[config.mk]
export PLATFORM = sky130hd
export DESIGN_NAME = ram32x4_ctrl
export DESIGN_NICKNAME = d
export VERILOG_FILES = /design/src/rtl/ram32x4_ctrl_pkg.sv /design/src/rtl/ram_addr_counter.sv /design/src/rtl/ram32x4_ctrl.sv
export SDC_FILE = /design/constraint.sdc
export NUM_CORES = 1
export LEC_CHECK = 0
export CORE_AREA = 2 2 77 79
export DETAILED_ROUTE_END_ITERATION = 6
export DIE_AREA = 0 0 79 81
export PLACE_DENSITY = 0.63
export SLEW_MARGIN = 20
export SYNTH_ARGS = -nofsm -noshare
export SYNTH_HDL_FRONTEND = slang
export SYNTH_SLANG_ARGS = --single-unit
[constraint.sdc]
create_clock -name clock -period 2.33 [get_ports clock]
set_input_delay 0.699 -clock clock [delete_from_list [all_inputs] [get_ports clock]]
set_output_delay 0.699 -clock clock [all_outputs]
set_load 0.05 [all_outputs]
[src/rtl/ram32x4_ctrl_pkg.sv]
// ram32x4_ctrl_pkg
//   Shared definitions for the 32x4 RAM command sequencer: RAM geometry,
//   command op codes and the controller state encoding.
//   No ports (package).
package ram32x4_ctrl_pkg;

    localparam int RAM_DEPTH = 32;
    localparam int ADDR_W    = 5;
    localparam int DATA_W    = 4;

    localparam logic [1:0] OP_WRITE = 2'b00;
    localparam logic [1:0] OP_FILL  = 2'b01;
    localparam logic [1:0] OP_SCAN  = 2'b10;
    localparam logic [1:0] OP_NOP   = 2'b11;

    typedef enum logic [2:0] {
        ST_IDLE  = 3'd0,
        ST_WRITE = 3'd1,
        ST_FILL  = 3'd2,
        ST_SCAN  = 3'd3,
        ST_DRAIN = 3'd4
    } state_t;

endpackage

[src/rtl/ram_addr_counter.sv]
// ram_addr_counter
//   5-bit wrapping address counter shared by FILL and SCAN. A load restarts
//   the walk at load_value; each increment advances the address by one
//   (natural 5-bit wrap). 'last' is high once 31 increments have been taken
//   since the load, i.e. the 32nd address of the walk is being driven.
// Ports:
//   clock       in   rising-edge clock
//   reset       in   synchronous active-high reset
//   load        in   load load_value and restart the step count
//   load_value  in   5  start address
//   inc         in   advance address and step count
//   value       out  5  current address (registered)
//   last        out  final address of a 32-step walk is on value
module ram_addr_counter
    import ram32x4_ctrl_pkg::*;
(
    input  logic              clock,
    input  logic              reset,
    input  logic              load,
    input  logic [ADDR_W-1:0] load_value,
    input  logic              inc,
    output logic [ADDR_W-1:0] value,
    output logic              last
);

    logic [ADDR_W-1:0] steps;

    always_ff @(posedge clock) begin
        if (reset) begin
            value <= '0;
            steps <= '0;
        end else if (load) begin
            value <= load_value;
            steps <= '0;
        end else if (inc) begin
            value <= value + ADDR_W'(1);
            steps <= steps + ADDR_W'(1);
        end
    end

    assign last = (steps == ADDR_W'(RAM_DEPTH - 1));

endmodule

[src/rtl/ram32x4_ctrl.sv]
// ram32x4_ctrl
//   Command sequencer in front of a 32x4 synchronous RAM. Executes one
//   command at a time: single WRITE, FILL of all 32 words with a pattern,
//   SCAN-read of all 32 words from a start address (wrapping), or NOP.
//   Scan words come back on rd_valid/rd_addr/rd_data; done pulses for one
//   cycle when a command completes.
//   Optional feature macro: RAM32X4_CTRL_CHECKSUM_EN adds a 9-bit 'checksum'
//   output holding the sum of the words returned by the most recent SCAN.
// Ports:
//   clock, reset          clock / synchronous active-high reset
//   cmd_valid, cmd_ready  command handshake
//   cmd_op[1:0]           00 WRITE, 01 FILL, 10 SCAN, 11 NOP
//   cmd_addr[4:0]         WRITE address / SCAN start address
//   cmd_data[3:0]         WRITE data / FILL pattern
//   ram_address[4:0], ram_data[3:0], ram_wren   registered RAM drive
//   ram_q[3:0]            RAM read data (one cycle after address sample)
//   rd_valid, rd_addr[4:0], rd_data[3:0]        scan result stream
//   busy                  !cmd_ready
//   done                  one-cycle completion pulse
//   checksum[8:0]         scan checksum (only with the macro)
//   dbg_state[2:0]        current controller state, for observation
//
// Handshake: a command is taken on the rising edge where cmd_valid and
// cmd_ready are both high; cmd_ready is high only in IDLE, so commands
// presented while busy are simply not taken (no queueing), and cmd_* need
// only be stable on that accepting edge.
module ram32x4_ctrl
    import ram32x4_ctrl_pkg::*;
(
    input  logic              clock,
    input  logic              reset,
    input  logic              cmd_valid,
    output logic              cmd_ready,
    input  logic [1:0]        cmd_op,
    input  logic [ADDR_W-1:0] cmd_addr,
    input  logic [DATA_W-1:0] cmd_data,
    output logic [ADDR_W-1:0] ram_address,
    output logic [DATA_W-1:0] ram_data,
    output logic              ram_wren,
    input  logic [DATA_W-1:0] ram_q,
    output logic              rd_valid,
    output logic [ADDR_W-1:0] rd_addr,
    output logic [DATA_W-1:0] rd_data,
    output logic              busy,
    output logic              done,
`ifdef RAM32X4_CTRL_CHECKSUM_EN
    output logic [8:0]        checksum,
`endif
    output logic [2:0]        dbg_state
);

    state_t            state;
    logic              accept;
    logic              cnt_load;
    logic              cnt_inc;
    logic              cnt_last;
    logic [ADDR_W-1:0] cnt_load_value;
    logic [ADDR_W-1:0] cnt_value;

    // One-stage tag pipeline matching the RAM read latency: the address
    // driven during a SCAN cycle is remembered here while the RAM samples
    // it, so rd_addr lines up with the ram_q that comes back a cycle later.
    logic              pend_valid;
    logic [ADDR_W-1:0] pend_addr;

    assign cmd_ready   = (state == ST_IDLE);
    assign busy        = !cmd_ready;
    assign accept      = cmd_valid && cmd_ready;
    assign dbg_state   = state;
    assign ram_address = cnt_value;

    always_comb begin
        cnt_load       = 1'b0;
        cnt_load_value = cmd_addr;
        cnt_inc        = 1'b0;
        if (accept && (cmd_op != OP_NOP)) begin
            cnt_load = 1'b1;
            if (cmd_op == OP_FILL) begin
                cnt_load_value = '0;
            end
        end
        // Walk the address until the 32nd one has been driven.
        if (((state == ST_FILL) || (state == ST_SCAN)) && !cnt_last) begin
            cnt_inc = 1'b1;
        end
    end

    ram_addr_counter u_addr_counter (
        .clock      (clock),
        .reset      (reset),
        .load       (cnt_load),
        .load_value (cnt_load_value),
        .inc        (cnt_inc),
        .value      (cnt_value),
        .last       (cnt_last)
    );

    always_ff @(posedge clock) begin
        if (reset) begin
            state      <= ST_IDLE;
            ram_data   <= '0;
            ram_wren   <= 1'b0;
            rd_valid   <= 1'b0;
            rd_addr    <= '0;
            rd_data    <= '0;
            done       <= 1'b0;
            pend_valid <= 1'b0;
            pend_addr  <= '0;
        end else begin
            done       <= 1'b0;
            pend_valid <= (state == ST_SCAN);
            pend_addr  <= cnt_value;
            rd_valid   <= pend_valid;
            if (pend_valid) begin
                rd_addr <= pend_addr;
                rd_data <= ram_q;
            end

            case (state)
                ST_IDLE: begin
                    if (accept) begin
                        case (cmd_op)
                            OP_WRITE: begin
                                ram_data <= cmd_data;
                                ram_wren <= 1'b1;
                                state    <= ST_WRITE;
                            end
                            OP_FILL: begin
                                ram_data <= cmd_data;
                                ram_wren <= 1'b1;
                                state    <= ST_FILL;
                            end
                            OP_SCAN: begin
                                ram_wren <= 1'b0;
                                state    <= ST_SCAN;
                            end
                            default: begin
                                done <= 1'b1;
                            end
                        endcase
                    end
                end
                ST_WRITE: begin
                    ram_wren <= 1'b0;
                    done     <= 1'b1;
                    state    <= ST_IDLE;
                end
                ST_FILL: begin
                    if (cnt_last) begin
                        ram_wren <= 1'b0;
                        done     <= 1'b1;
                        state    <= ST_IDLE;
                    end
                end
                ST_SCAN: begin
                    // Last address has been issued; wait for its data.
                    if (cnt_last) begin
                        state <= ST_DRAIN;
                    end
                end
                ST_DRAIN: begin
                    // The final word is registered on this same edge.
                    done  <= 1'b1;
                    state <= ST_IDLE;
                end
                default: begin
                    state <= ST_IDLE;
                end
            endcase
        end
    end

`ifdef RAM32X4_CTRL_CHECKSUM_EN
    always_ff @(posedge clock) begin
        if (reset) begin
            checksum <= '0;
        end else if (accept && (cmd_op == OP_SCAN)) begin
            checksum <= '0;
        end else if (pend_valid) begin
            checksum <= checksum + {5'd0, ram_q};
        end
    end
`endif

endmodule

**Word-level counts from Yosys, hierarchy flattened**

Index checks and enable logic that the tools add are counted.

- Reductions and logical operators: 17
- Equality and inequality tests: 13
- Add/sub/neg operators: 2
- Mux-type cells: 19

Operator list:

| kind | number |
|---|---|
| $mux 5 | 4 |
| $pmux 3 s3 | 2 |
| $add 5x1->5 const B | 2 |
| $mux 3 | 3 |
| $reduce_and 4->1 | 2 |
| $mux 1 | 7 |
| $eq 3x2->1 const B | 2 |
| $ne 2x2->1 const B | 3 |
| $pmux 1 s3 | 2 |
| $reduce_or 2->1 | 3 |
| $eq 5x5->1 const B | 1 |
| $ne 4x1->1 const B | 1 |
| $eq 3x1->1 const B | 1 |
| $eq 3x3->1 const B | 1 |
| $logic_and 1x1->1 | 3 |
| $logic_not 3->1 | 1 |
| $ne 3x2->1 const B | 1 |
| $reduce_and 3->1 | 1 |
| $reduce_bool 3->1 | 1 |
| $reduce_or 3->1 | 1 |
| $eq 2x1->1 const B | 1 |
| $eq 2x2->1 const B | 1 |
| $logic_not 1->1 | 2 |
| $logic_not 2->1 | 1 |
| 4 further kinds | 4 |

- Output and inout bits: 26
- Register bits: 35
- Logic and storage cells: 62
- Bits of input ports: 18

**Depth between registers and ports, before layout**

- Depth in word-level cells: 6
- Mapped depth: 8
- Gate-level depth less buffers: 7

**Modules after synthesis**

From an unflattened synthesis, not the netlist that was laid out.

- Cells, all modules: 161
- Area total of the unflattened synthesis: 1,599.0 µm²

By module, submodules not included:

| module | cells each | times used | seq. area each (µm²) | area an instance (µm²) |
|---|---|---|---|---|
| ram32x4_ctrl | 111 | 1 | 500.5 | 1,111.1 |
| ram_addr_counter | 50 | 1 | 200.2 | 488.0 |

**Worst setup path after synthesis**

OpenSTA, ideal clock, no wires.

- Path type: register to output
- Start: register state[2], in the netlist dbg_state[2]
- End: output busy
- Stages on the path, launching flop included: 4
- Required time: 1.631 ns
- Data arrival time: 2.480 ns
- Buffers on the path: 1
- Setup slack: -0.849 ns
- Cells stage by stage: dfxtp_1 > buf_6 > nor3_1 > inv_1

- Cells in the longest elaborated chain, start to end: 2

RTL lines:

| item | RTL line | text |
|---|---|---|
| start, declared | ram32x4_ctrl.sv:52 | `state_t state;` |
| start signal, assigned | ram32x4_ctrl.sv:100 | `state <= ST_IDLE;` |
| start signal, assigned | ram32x4_ctrl.sv:126 | `state <= ST_WRITE;` |
| start signal, assigned | ram32x4_ctrl.sv:131 | `state <= ST_FILL;` |
| $logic_not 3->1 | ram32x4_ctrl.sv:66 | `assign cmd_ready = (state == ST_IDLE);` |
| net cmd_ready | ram32x4_ctrl.sv:33 | `output logic cmd_ready,` |
| $logic_not 1->1 | ram32x4_ctrl.sv:67 | `assign busy = !cmd_ready;` |
| end, declared | ram32x4_ctrl.sv:44 | `output logic busy,` |

The timed path passes the listed nets, and every way through them passes these cells.

**Worst setup path in the final report**

- Start: register u_addr_counter.value[2]
- End: output ram_address[2]

RTL lines:

| item | RTL line | text |
|---|---|---|
| start, declared | ram_addr_counter.sv:22 | `output logic [ADDR_W-1:0] value,` |
| start signal, assigned | ram_addr_counter.sv:33 | `value <= load_value;` |
| start signal, assigned | ram_addr_counter.sv:36 | `value <= value + ADDR_W'(1);` |
| end, declared | ram32x4_ctrl.sv:37 | `output logic [ADDR_W-1:0] ram_address,` |

No word-level cell between the ends.

==> metrics.txt <==
number of setup buffers added after CTS=0; DRT iter0 DRCs=33; Total GRT Usage=10.2%; die area=about 6400 um2; synth warn=0; Max FO, Critical Path=5; initial antenna violation count=0; hpwl dp=around 2300 um; via count=approximately 1200; CTS tree=done; Site Rows=28; Max-slew headroom=63.3%; register area=around 700 um2; Pwr per Cell Area=735 nW/um2; Cells after Synth=158; clock-pin transition on the worst setup and hold timing paths=roughly 0.07 ns; P&R area growth vs syn=47.0%; LEAKAGE=~0.85 nW; Worst VDD drop=0.000210 V; Clock Sinks=35; final cell count without fillers=288; worst endpoint required time=1.63 ns; share of layout cells above drive strength 1=between 10% and 20%; H-tree depth=2; CTS Root Cell=clkbuf_8; commonest non-fill, non-tap cell in the layout=clkdlybuf4s50_1; number of global-route vias before repair=1120; Worst-Margin Slew=0.550 ns; Hold WC Path Type=flip-flop to flip-flop; Worst path slowest cell=clkdlybuf4s50_1; first-pass GRT wire length=5040 um; clk buf depth=2; CP top delay family=buffers and inverters; drt total wl=3120 um; ys async rst share=0%; Final setup viols=0; Final Hold Fails=0; Main synth FF type=dfxtp_1; commonest non-fill, non-tap cells in the layout=clkdlybuf4s50_1 (38), dfxtp_1 (35), nor2_1 (20); io pins=44; largest net degree at the start of global routing=17; slowest stage delay, CP=0.83 ns; Fmax achieved=0.449 GHz; total gr overflow=0; Placed Cells=280; routability cong.=0.755; clock period minus worst slack=2.23 ns; Cell Chain, Critical Path=clkdlybuf4s50_1; worst clock skew=0.00676 ns; crit path kind=flip-flop to output port; Die Wd=79 um; Post-synth EDFFs=0; Vias/cell=4.28; # diodes=0; fillers=588; Worst setup EP type=output port; CTS buffer count=5; CP startpoint kind=flip-flop; hold_buf cts=0; I/O Buffers=43; post-route ant nets=0; RSZ-0062 raised after global routing=no; Post-Syn Area=approximately 1500 um2; Pre-antenna DRT Iters=4; PostCTS Resize Cnt=0; Clock Latency Late Sink=roughly 0.29 ns; setup slack, reg-to-reg=about 0.45 ns; synth unique cells=33; hold_ws=0.473 ns; effective utilization at floorplan=a little over a quarter; status=complete, no violations; Worst EP arrival=1.53 ns; synthesized area per cell=9.48 um2; syn nets=185; fraction of the cycle the final worst path needs=95.7%; Seq cells post-synth=35; core area=about 5700 um2; Post-route DRC=0; Die Y=slightly above 80 um; max cap viols=0; buffers plus inverters on the worst setup path=1; WL/cell=10.8 um; Max Transition Viols Final=0; Seq/Total Area, Yosys=46.8%; Sum Neg Setup Slack=0 ns; multi-input logic area=741 um2; fin nets=239
==> power breakdown <==
part	total, W	switching [W]	internal (W)
Sequential	0.000653	0.0000280	0.000625
Combinational	0.000317	0.000183	0.000134
Clock	0.000649	0.000222	0.000427
Total	0.00162	0.000433	0.00119
==> stage by stage <==
step	instance area [um2]	util, %	total power, W	setup slack [ns]
after detailed placement	2070	36.4	0.000984	-0.0486
after CTS	2200	38.8	0.00164	0.0818
after global routing	2200	38.8	0.00170	0.0120
after global placement	2070	36.4	0.000982	-0.00388
final	2200	38.8	0.00162	0.101
after floorplan	1510	-	0.000863	0.0517
==> cells in the mapped netlist, types with 3 or more instances <==
master	count	area share (%)
nand4_1	3	1.3
dfxtp_1	35	47
o21ai_1	3	1.0
buf_2	3	1.0
a21oi_1	10	3.3
nor2_1	20	5.0
ha_1	9	7.5
clkbuf_1	4	1.0
xor2_1	5	2.9
o21ai_0	5	1.7
mux2i_1	11	7.4
nand2b_1	3	1.3
nor2b_1	7	2.9
nor3_1	4	1.3
nand2_1	10	2.5
inv_1	4	1.0
==> final cells by class <==
type | count | area share, %
clock inverters | 3 | 3.07
clock buffers | 5 | 3.13
well taps | 75 | 4.26
inverters | 4 | 0.682
multi-input cells | 110 | 33.6
repair buffers | 56 | 23.4
flip-flops and latches | 35 | 31.8
==> kinds of logic after synthesis <==
kind of cell	after synthesis	share of synthesized area, %
AND/OR/NAND/NOR	59	20.1
flip-flops	35	46.8
AO/OA/AOI/OAI	23	8.85
buffers and inverters	13	4.51
multiplexers	12	8.10
adder cells (fa/ha/maj)	9	7.52
XOR/XNOR	7	4.09
==> flip-flops by register name, summed over array words and instances, names as in the netlist, 3 cells and up <==
name	count
pend_addr	5
rd_addr	5
u_addr_counter.steps	5
u_addr_counter.value	5
ram_data	4
rd_data	4
dbg_state	3
==> metal layers <==
metal / global-route usage [%] / wire, um
met3: 4.00 / 184
met5: 0 / 0
met4: 3.10 / 38
met1: 11.9 / 1410
met2: 17.3 / 1490
==> path summary, 6_finish.rpt <==
kind                                 from                       to  cells after the start
setup / recovery  u_addr_counter.value[2]           ram_address[2]                      1
hold / removal                ram_data[0]              ram_data[0]                      2
setup reg to reg  u_addr_counter.steps[0]  u_addr_counter.value[1]                      8
hold reg to reg               ram_data[0]              ram_data[0]                      2
No activity file was read; power rests on OpenSTA's default activity.
